`config.mk`:
```
export PLATFORM = sky130hd
export DESIGN_NAME = prng_wrapper
export DESIGN_NICKNAME = d
export VERILOG_FILES = /design/src/rtl/prng_pkg.sv /design/src/rtl/prng_lfsr.sv /design/src/rtl/prng_wrapper.sv
export SDC_FILE = /design/constraint.sdc
export NUM_CORES = 1
export LEC_CHECK = 0
export CAP_MARGIN = 40
export CORE_AREA = 4 4 41 43
export CTS_BUF_LIST = sky130_fd_sc_hd__clkbuf_4
export CTS_CLUSTER_DIAMETER = 120
export CTS_CLUSTER_SIZE = 28
export DETAILED_ROUTE_END_ITERATION = 7
export DIE_AREA = 0 0 45 47
export GPL_TIMING_DRIVEN = 0
export PLACE_DENSITY = 0.7
export SETUP_SLACK_MARGIN = 0.4
export SYNTH_ARGS = -nofsm -noshare
export SYNTH_HDL_FRONTEND = slang
export SYNTH_SLANG_ARGS = --single-unit
```
`constraint.sdc`:
```
create_clock -name clk -period 1.4 [get_ports clk]
set_input_delay 0.42 -clock clk [delete_from_list [all_inputs] [get_ports clk]]
set_output_delay 0.42 -clock clk [all_outputs]
set_load 0.03 [all_outputs]
```
`src/rtl/prng_pkg.sv`:
```
// rtl/prng_pkg.sv - shared LFSR tap table and step function for the PRNG source
package prng_pkg;

  localparam int MIN_WIDTH = 3;
  localparam int MAX_WIDTH = 32;

  // Mask with the single bit for tap position n (1-indexed, as in tap tables).
  function automatic logic [31:0] tap_bit(input int n);
    return 32'(1) << (n - 1);
  endfunction

  // Maximal-length Fibonacci tap mask for widths 3..32.
  // Taps are listed 1-indexed, so width 8 uses bits 7,5,4,3.
  function automatic logic [31:0] lfsr_taps(input int width);
    logic [31:0] m;
    m = '0;
    case (width)
      3:  m = tap_bit(3)  | tap_bit(2);
      4:  m = tap_bit(4)  | tap_bit(3);
      5:  m = tap_bit(5)  | tap_bit(3);
      6:  m = tap_bit(6)  | tap_bit(5);
      7:  m = tap_bit(7)  | tap_bit(6);
      8:  m = tap_bit(8)  | tap_bit(6)  | tap_bit(5)  | tap_bit(4);
      9:  m = tap_bit(9)  | tap_bit(5);
      10: m = tap_bit(10) | tap_bit(7);
      11: m = tap_bit(11) | tap_bit(9);
      12: m = tap_bit(12) | tap_bit(6)  | tap_bit(4)  | tap_bit(1);
      13: m = tap_bit(13) | tap_bit(4)  | tap_bit(3)  | tap_bit(1);
      14: m = tap_bit(14) | tap_bit(5)  | tap_bit(3)  | tap_bit(1);
      15: m = tap_bit(15) | tap_bit(14);
      16: m = tap_bit(16) | tap_bit(15) | tap_bit(13) | tap_bit(4);
      17: m = tap_bit(17) | tap_bit(14);
      18: m = tap_bit(18) | tap_bit(11);
      19: m = tap_bit(19) | tap_bit(6)  | tap_bit(2)  | tap_bit(1);
      20: m = tap_bit(20) | tap_bit(17);
      21: m = tap_bit(21) | tap_bit(19);
      22: m = tap_bit(22) | tap_bit(21);
      23: m = tap_bit(23) | tap_bit(18);
      24: m = tap_bit(24) | tap_bit(23) | tap_bit(22) | tap_bit(17);
      25: m = tap_bit(25) | tap_bit(22);
      26: m = tap_bit(26) | tap_bit(6)  | tap_bit(2)  | tap_bit(1);
      27: m = tap_bit(27) | tap_bit(5)  | tap_bit(2)  | tap_bit(1);
      28: m = tap_bit(28) | tap_bit(25);
      29: m = tap_bit(29) | tap_bit(27);
      30: m = tap_bit(30) | tap_bit(6)  | tap_bit(4)  | tap_bit(1);
      31: m = tap_bit(31) | tap_bit(28);
      32: m = tap_bit(32) | tap_bit(22) | tap_bit(2)  | tap_bit(1);
      default: m = '0;
    endcase
    return m;
  endfunction

  // One left-shifting Fibonacci step; callers truncate to their own width.
  // Bits above the active width are zero in the state and the mask, so the
  // feedback parity only sees real taps.
  function automatic logic [31:0] lfsr_step(input logic [31:0] state, input logic [31:0] taps);
    return {state[30:0], ^(state & taps)};
  endfunction

endpackage

```
`src/rtl/prng_lfsr.sv`:
```
// rtl/prng_lfsr.sv - LFSR register with seed load, advance enable and value exclusion
module prng_lfsr
  import prng_pkg::*;
#(
  parameter int           W       = 8,
  parameter logic [W-1:0] SEED    = W'(63),
  parameter logic [W-1:0] EXCLUDE = W'(128)
) (
  input  logic         clk,
  input  logic         reset,
  input  logic         advance,
  output logic [W-1:0] state
);

  localparam logic [31:0] TAPS = lfsr_taps(W);

  function automatic logic [W-1:0] step_w(input logic [W-1:0] s);
    return W'(lfsr_step(32'(s), TAPS));
  endfunction

  // A seed equal to the excluded value must never be shown, so start one step on.
  localparam logic [W-1:0] INIT = (SEED == EXCLUDE) ? step_w(SEED) : SEED;

  if (SEED == '0) begin : g_bad_seed
    $error("prng_lfsr: SEED must be nonzero");
  end

  logic [W-1:0] one_step;
  logic [W-1:0] two_step;
  logic [W-1:0] next_state;

  // Successor with the excluded value skipped by taking a second step.
  always_comb begin
    one_step   = step_w(state);
    two_step   = step_w(one_step);
    next_state = (one_step == EXCLUDE) ? two_step : one_step;
  end

  // State register: reload the start value on reset, advance only when asked.
  always_ff @(posedge clk) begin
    if (reset) begin
      state <= INIT;
    end else if (advance) begin
      state <= next_state;
    end
  end

endmodule

```
`src/rtl/prng_wrapper.sv`:
```
// rtl/prng_wrapper.sv - stream source emitting one LFSR value per transfer
module prng_wrapper
  import prng_pkg::*;
#(
  parameter int                     OUTPUT_SIZE = 8,
  parameter logic [OUTPUT_SIZE-1:0] EXCLUDE     = OUTPUT_SIZE'(128),
  parameter logic [OUTPUT_SIZE-1:0] SEED        = OUTPUT_SIZE'(63)
) (
  input  logic                   clk,
  input  logic                   reset,
  output logic                   out_tvalid,
  input  logic                   out_tready,
  output logic [OUTPUT_SIZE-1:0] out_tdata,
  output logic                   out_tlast
);

  if (OUTPUT_SIZE < MIN_WIDTH || OUTPUT_SIZE > MAX_WIDTH) begin : g_bad_width
    $error("prng_wrapper: OUTPUT_SIZE must be within 3..32");
  end

  logic valid;
  logic handshake;

  assign handshake  = valid & out_tready;
  assign out_tvalid = valid;
  assign out_tlast  = 1'b0;

  // Source is never empty: valid rises on the first edge out of reset and stays.
  always_ff @(posedge clk) begin
    if (reset) begin
      valid <= 1'b0;
    end else begin
      valid <= 1'b1;
    end
  end

  prng_lfsr #(
    .W       (OUTPUT_SIZE),
    .SEED    (SEED),
    .EXCLUDE (EXCLUDE)
  ) u_lfsr (
    .clk     (clk),
    .reset   (reset),
    .advance (handshake),
    .state   (out_tdata)
  );

endmodule

```
After elaboration in Yosys (flattened, before gate mapping)
Cells that the tools add are included.
- flip-flop bits (word level): 9
- bits of input ports: 3
- output and inout port bits: 10
- word-level logic and storage cells: 8
- eq/ne operators: 1
- multiplexer cells: 2
- bitwise logic cells: 1
- reductions and logical operators: 2
- operators by type and width (kind ; number):
    32-bit XOR reduction ; 2
    8-bit equality test, second input constant ; 1
    8-bit 2-to-1 mux ; 1
    1-bit bitwise AND ; 1
    1-bit 2-to-1 mux ; 1

Depth between registers and ports, before layout
Gate-level depths: netlist of run 1.
- depth after elaboration: 3
- mapped depth: 5

By module
Synthesis of run 1 repeated with hierarchy kept, for this count alone.
- cell total of the unflattened synthesis: 47
- area, all modules: 435.4 um^2
- modules (own cells, without submodules) (module ; instances ; cells an instance ; area each (um^2)):
    prng_lfsr ; 1 ; 42 ; 394.1
    prng_wrapper ; 1 ; 5 ; 41.3

Least setup slack after synthesis of run 1
OpenSTA, ideal clock, no wires.
- path kind: register to register
- start: register u_lfsr.state[6]
- end: register u_lfsr.state[5]
- arrival: 1.448 ns
- path slack: -0.168 ns
- stages on the path, launching flop included: 5
- path buffers: 0
- cells stage by stage: dfxtp_1 nor4b_2 nand3b_2 a221o_1 a211o_1
- word-level cells in the longest chain between the ends: 2
- RTL lines (element ; RTL line ; source):
    start: declaration ; prng_lfsr.sv:12 ; output logic [W-1:0] state
    start signal: assignment ; prng_lfsr.sv:44 ; state <= next_state;
    8-bit equality test ; prng_lfsr.sv:36 ; next_state = (one_step == EXCLUDE) ? two_step : one_step;
    8-bit 2-to-1 mux ; prng_lfsr.sv:36 ;
No other way between the ends.
A chain may end at the register's enable or synchronous reset.

Final worst setup path of run 1
- start: register u_lfsr.state[2]
- end: register u_lfsr.state[5]
Same word-level chain as after synthesis.

==> metrics.md, run 1 <==
| Metric | Value |
|---|---|
| Post-Place Worst Slack | -0.484 ns |
| Synth area leader | dfxtp_1 |
| Maximum Capacitance Violations | 0 |
| Final hold violations | 0 |
| Slew Limit Fails | 0 |
| Clk_skew | between 0.003 and 0.004 ns |
| Synth warnings | 0 |
| Net count after synthesis | 53 |
| Post-DP Area | roughly 580 um^2 |
| R2r setup slk | -0.05 ns |
| Crit path capture | u_lfsr.state[5]$_SDFFE_PP1P_ |
| CP endpoint kind | flip-flop |
| Post-Synthesis Cell Area | 429 um^2 |
| Netlist cell types | 22 |
| Die Wd | about 45 um |
| CTS sink count | 9 |
| Final Cycle Share | 104% |
| Routed len/inst | 15.5 um |
| RD Place Congestion | approximately 0.74 |
| Initial Util | about a third |
| Violated checks | negative setup slack |
| Initial antenna violation count | 0 |
| WP data arrival | around 1.6 ns |
| Final total power | 773 uW |
| Outcome | finished with violations |
| Register area share after synthesis | a little over two fifths |
| Clock slew at reported path FFs | around 0.07 ns |
| Port buffer count | 11 |
| R2R depth | 4 |
| Sum Neg Setup Slack | -0.0525 ns |
| Syn-to-layout area delta | 104% |
| Final min period | roughly 1.5 ns |
| Reg-to-Reg Start | u_lfsr.state[2]$_SDFFE_PP1P_ |
| Die Y | about 47 um |
| Pwr per Cell Area | roughly 880 nW/um^2 |
| Leak | between 0.0004 and 0.0005 uW |
| Reg2reg end | u_lfsr.state[5]$_SDFFE_PP1P_ |
| DR iter-0 viols | 25 |
| Post-synth top area share | between 40% and 50% |
| Htree depth | 1 |
| Largest net degree at the start of global routing | 11 |
| Worst Hold Class | flip-flop to flip-flop |
| Clk buf depth | 2 |
| ANT nets after route | 0 |
| DR vias | between 500 and 600 |
| Root Driver | clkbuf_4 |
| Setup violators final | 1 |
| Crit start category | flip-flop |
| Synth Area per Inst | 8.76 um^2 |
| CTS tree | done |
| Ant. Diodes | 0 |
| RSZ-0062 raised after global routing | true |
| Worst vdd ir | roughly 0.5 mV |
| DR pass1 iterations | 4 |
| Max frequency | roughly 700 MHz |
| Gr usage total | roughly 15% |
| Remaining Overflow, GRT | 0 |
| Largest cells by area after synthesis | dfxtp_1 42%, nand3_1 9.3%, nand2_1 4.4%, xnor2_2 3.8%, inv_1 3.5% |
| Crit-path max FO | 2 |
| # rows | 13 |
| Post-route cell area | 877 um^2 |
| Worst setup path start | u_lfsr.state[2]$_SDFFE_PP1P_ |
| CP Class | flip-flop to flip-flop |
| DR vias/cell | 5.62 |
| Cell count after synthesis | 49 |
| Layout cell share with drive strength beyond 1 | a little under two thirds |
| Drc violations | 0 |
| Post-route setup slack | -0.0525 ns |
| First-pass GRT wire length | 2.22 mm |
| Critical path required time | about 1.6 ns |
| Drt total wl | 1.47 mm |
| # nets final | 85 |
| DP HPWL | around 660 um |
| #FFs+latches synth | 9 |
| Core area | between 1000 and 1500 um^2 |
| Clock Latency Late Sink | around 0.27 ns |
| Vias in the first global route | a little over 500 |
| Post-CTS Hold Fix Bufs | 0 |
| IO Pins | 13 |
| Die ar. | 2120 um^2 |
| Num CTS Buffers | 3 |
## cell type report
class | instances | area [um^2]
Fill cell | 114 | 424
Multi-Input combinational cell | 34 | 322
Timing Repair Buffer | 27 | 263
Sequential cell | 9 | 209
Clock buffer | 4 | 30.0
Inverter | 4 | 20.0
Tap cell | 15 | 18.8
Buffer | 2 | 15.0
## power breakdown
| part | switching, uW | total (uW) | leakage, uW | internal, uW |
|---|---|---|---|---|
| combinational | 114 | 246 | 0.000319 | 132 |
| sequential | 27.5 | 296 | 0.0000754 | 269 |
| clock | 101 | 231 | 0.0000184 | 130 |
| total | 243 | 773 | 0.000413 | 530 |
## critical path, cell delays in order (launching register included)
cell,delay [ns]
dfxtp_4,0.35
nor4b_4,0.33
nand3b_4,0.11
a221o_1,0.32
a211o_1,0.23
## metal layers
metal | up-vias | track usage [%] | wire length, um
li1 | 233 | - | -
met3 | 14 | 3.07 | 145
met5 | - | 0 | 0
met2 | 43 | 25.1 | 679
met4 | 0 | 11.7 | 74
met1 | 244 | 16.7 | 569
## cells in the mapped netlist
library cell and n:
a21oi_1 2, xor2_1 1, nor4b_2 1, nor2_1 4, dfxtp_1 9, xnor2_1 1, inv_1 4, a211o_1 1
o31a_1 1, buf_4 1, o21ai_0 1, nand3b_2 1, clkbuf_1 1, conb_1 1, o41a_1 1, a221o_1 1
ha_1 1, nor3_1 2, xnor2_2 1, nand3_1 8, nand2_1 5, o41ai_1 1
## timing repair
item,CTS,global route
buffers inserted,14,2
gates resized for setup,89,8
pin swaps,7,8
endpoints found under the setup margin,18,17
## state kept, by name, summed over array words and instances (netlist names)
signal / flops
u_lfsr.state: 8
out_tvalid: 1
## stage by stage
step / instances / util (%) / hold WS [ns]
floorplan: 49 / - / 0.516
global placement: 75 / 44.7 / 0.475
detailed placement: 75 / 44.7 / 0.484
CTS: 93 / 62.1 / 0.503
global route: 95 / 67.4 / 0.540
finish: 95 / 67.4 / 0.519
## cells by family after synthesis
group | synth area share [%]
other | 0.874
DFF | 42.0
xor gates and xnor gates | 7.87
buffers and inverters | 6.12
adders and majority gates | 2.91
and+or+nand+nor | 25.7
AOI/OAI and AO/OA | 14.6
## layout by cell type (no fill, tap or decap), drive strengths merged, types with 2 or more instances in the layout
master / instances
nor3: 2
inv: 4
nand2: 5
clkbuf: 5
xnor2: 2
dfxtp: 9
nand3: 8
a21oi: 2
nor2: 4
buf: 26
## worst min path at each step
| stage | startpoint | to | slack [ns] | cells past startpoint |
|---|---|---|---|---|
| global route | u_lfsr.state[6]$_SDFFE_PP0P_ | u_lfsr.state[7]$_SDFFE_PP0P_ | 0.54 | 2 |
| global placement | u_lfsr.state[7]$_SDFFE_PP0P_ | u_lfsr.state[7]$_SDFFE_PP0P_ | 0.48 | 2 |
| finish | u_lfsr.state[6]$_SDFFE_PP0P_ | u_lfsr.state[7]$_SDFFE_PP0P_ | 0.52 | 2 |
| CTS | u_lfsr.state[6]$_SDFFE_PP0P_ | u_lfsr.state[7]$_SDFFE_PP0P_ | 0.50 | 2 |
| floorplan | reset | u_lfsr.state[7]$_SDFFE_PP0P_ | 0.52 | 1 |
| detailed placement | u_lfsr.state[7]$_SDFFE_PP0P_ | u_lfsr.state[7]$_SDFFE_PP0P_ | 0.48 | 2 |
(Power assumes the default switching activity.)
==> inputs of run 2 (changes only) <==
--- a/config.mk
+++ b/config.mk
@@ -5,7 +5,6 @@
 export SDC_FILE = /design/constraint.sdc
 export NUM_CORES = 1
 export LEC_CHECK = 0
-export CAP_MARGIN = 40
 export CORE_AREA = 4 4 41 43
 export CTS_BUF_LIST = sky130_fd_sc_hd__clkbuf_4
 export CTS_CLUSTER_DIAMETER = 120
==> results of run 2 <==
Final layout, timing and power as in run 1 (identical DEF).
==> inputs of run 3 (changes only) <==
--- a/config.mk
+++ b/config.mk
@@ -11,7 +11,6 @@
 export CTS_CLUSTER_SIZE = 28
 export DETAILED_ROUTE_END_ITERATION = 7
 export DIE_AREA = 0 0 45 47
-export GPL_TIMING_DRIVEN = 0
 export PLACE_DENSITY = 0.7
 export SETUP_SLACK_MARGIN = 0.4
 export SYNTH_ARGS = -nofsm -noshare
==> run 3 against run 2 <==
  * The run still ends with negative setup slack left
  * Critical path type unchanged
  * Critical endpoint unchanged
  * Sequential power about the same
  * Final cell count up 2.1%
  * Fmax up 2.6%
  * Non-clock buffer count up 2
  * Highest routed layer unchanged
  * Global-route usage up 0.90 points
  * Flip-flop and latch count unchanged
  * Wire length up 1.0%
  * Hold slack better by 0.028 ns
  * Clock skew up 0.0013 ns
  * Setup slack better by 0.036 ns
  * First-iteration DRC count down 40%
  * Combinational power down 8%
  * Largest power group unchanged
==> metrics.md, run 3 (synthesized netlist as in run 1, its figures left out) <==
| Metric | Value |
|---|---|
| Final min period | 1.42 ns |
| Post-route setup slack | -0.0160 ns |
| GR peak layer | met2 |
| Crit-path max FO | 2 |
| Die Y | around 47 um |
| Worst Hold Class | flip-flop to flip-flop |
| Remaining Overflow, GRT | 0 |
| Leak | 0.000421 uW |
| Gr usage total | between 15 and 20% |
| Slew Limit Fails | 0 |
| # nets final | 87 |
| CTS tree | done |
| ANT nets after route | 0 |
| Clock slew at reported path FFs | 0.07 ns |
| Leading cell types in the layout, fill and taps excluded | 15 x buf_4, 14 x buf_6, 8 x nand3_1, 8 x dfxtp_4, 4 x nand2_1 |
| Die Wd | roughly 45 um |
| Area occupied by multi-input gates | 303 um^2 |
| Crit start category | flip-flop |
| Violated checks | negative setup slack |
| Critical path required time | between 1.5 and 2 ns |
| DR iter-0 viols | 15 |
| Slowest CP cell | dfxtp_4 |
| CTS sink count | 9 |
| M1 GR Usage | 14.9% |
| CP Class | flip-flop to flip-flop |
| Final Cycle Share | 101% |
| Ant. Diodes | 0 |
| IO Pins | 13 |
| Final hold violations | 0 |
| Port buffer count | 11 |
| Clock Latency Late Sink | ~0.27 ns |
| Largest net degree at the start of global routing | 8 |
| Drt total wl | 1.48 mm |
| Worst path max stage delay | around 0.36 ns |
| Outcome | finished with violations |
| Layout cell share with drive strength beyond 1 | roughly 65% |
| CP Cell Sequence | nor4b_4, nand3b_4, a221o_1, a211o_1 |
| Largest register FFs | 8 |
| DP HPWL | slightly below 800 um |
| RSZ-0062 raised after global routing | true |
| Reg area | between 200 and 250 um^2 |
| Drc violations | 0 |
| Buf/Inv on CP | 0 |
| CP top delay family | compound AO/OA/AOI/OAI gates |
| Max frequency | between 700 and 800 MHz |
| RD Place Congestion | roughly 0.76 |
| CP endpoint kind | flip-flop |
| # rows | 13 |
| Largest reg by FF count | u_lfsr.state |
| Die ar. | roughly 2100 um^2 |
| DR pass1 iterations | 4 |
| Post-Place Worst Slack | -0.325 ns |
| Root Driver | clkbuf_4 |
| R2r setup slk | -0.02 ns |
| Worst vdd ir | around 0.56 mV |
| Fill cells | approximately 110 |
| Initial antenna violation count | 0 |
| DR vias | between 400 and 500 |
| Syn-to-layout area delta | 101% |
| Vias in the first global route | 498 |
| Maximum Capacitance Violations | 0 |
| Routed len/inst | about 15 um |
| Grt met3 use | 6.13% |
| Pwr per Cell Area | around 840 nW/um^2 |
| Num CTS Buffers | 3 |
| DR vias/cell | slightly below 5 |
| Clk_skew | just over 0.005 ns |
| First-pass GRT wire length | 2.26 mm |
| Initial Util | about a third |
| Clk buf depth | 2 |
| WP data arrival | ~1.6 ns |
| Post-CTS Hold Fix Bufs | 0 |
| Final total power | roughly 730 uW |
| Met2 Use GR | 32.2% |
| Commonest non-fill, non-tap cell in the layout | buf_4 |
| Setup violators final | 1 |
| Htree depth | 1 |
| Core area | between 1000 and 1500 um^2 |
-- run 3: worst reg2reg max path: cells and delay by family, from the launching register on --
family	cells	cell delay [ns]
AND/OR/NAND/NOR	2	0.44
AO/OA/AOI/OAI	2	0.51
flip-flops	1	0.36
-- run 3: final timing paths --
path / start / cells after the start / end
max: u_lfsr.state[2]$_SDFFE_PP1P_ / 4 / u_lfsr.state[5]$_SDFFE_PP1P_
min: u_lfsr.state[6]$_SDFFE_PP0P_ / 2 / u_lfsr.state[7]$_SDFFE_PP0P_
max reg2reg: u_lfsr.state[2]$_SDFFE_PP1P_ / 4 / u_lfsr.state[5]$_SDFFE_PP1P_
min reg2reg: u_lfsr.state[6]$_SDFFE_PP0P_ / 2 / u_lfsr.state[7]$_SDFFE_PP0P_
-- run 3: through the flow --
stage / util, % / area, um^2 / std cells / hold WS [ns] / TNS [ns]
finish: 66.4 / 865 / 97 / 0.547 / -0.0160
global route: 66.4 / 865 / 97 / 0.576 / -0.0799
CTS: 59.7 / 777 / 92 / 0.511 / -0.0217
detailed placement: 47.3 / 616 / 82 / 0.477 / -1.08
global placement: 47.3 / 616 / 82 / 0.480 / -1.01
floorplan: - / 453 / 49 / 0.516 / -0.0524
-- run 3: repair_timing --
item / 4_1_cts / 5_1_grt
pin swaps: 5 / 4
endpoints found under the setup margin: 18 / 16
buffers inserted: 6 / 5
hold endpoints to repair: 0 / 0
resized for setup: 27 / 9
-- run 3: cell type report --
class	count	share of cell area, %
Tap cell	15	2.17
Timing Repair Buffer	31	33.4
Clock inverter	1	0.579
Clock buffer	3	2.60
Inverter	4	1.74
Sequential cell	9	24.5
Multi-Input combinational cell	34	35.0
-- run 3: power breakdown --
part	leakage [uW]	internal, uW	switching, uW
registers	0.0000757	267	25.2
clock network	0.0000177	106	104
logic	0.000328	117	110
-- run 3: per-layer routing --
metal / vias up / share of wire, %
met3: 2 / 6.3
met4: 0 / 0.61
li1: 234 / -
met1: 215 / 38
met2: 16 / 56
met5: - / 0
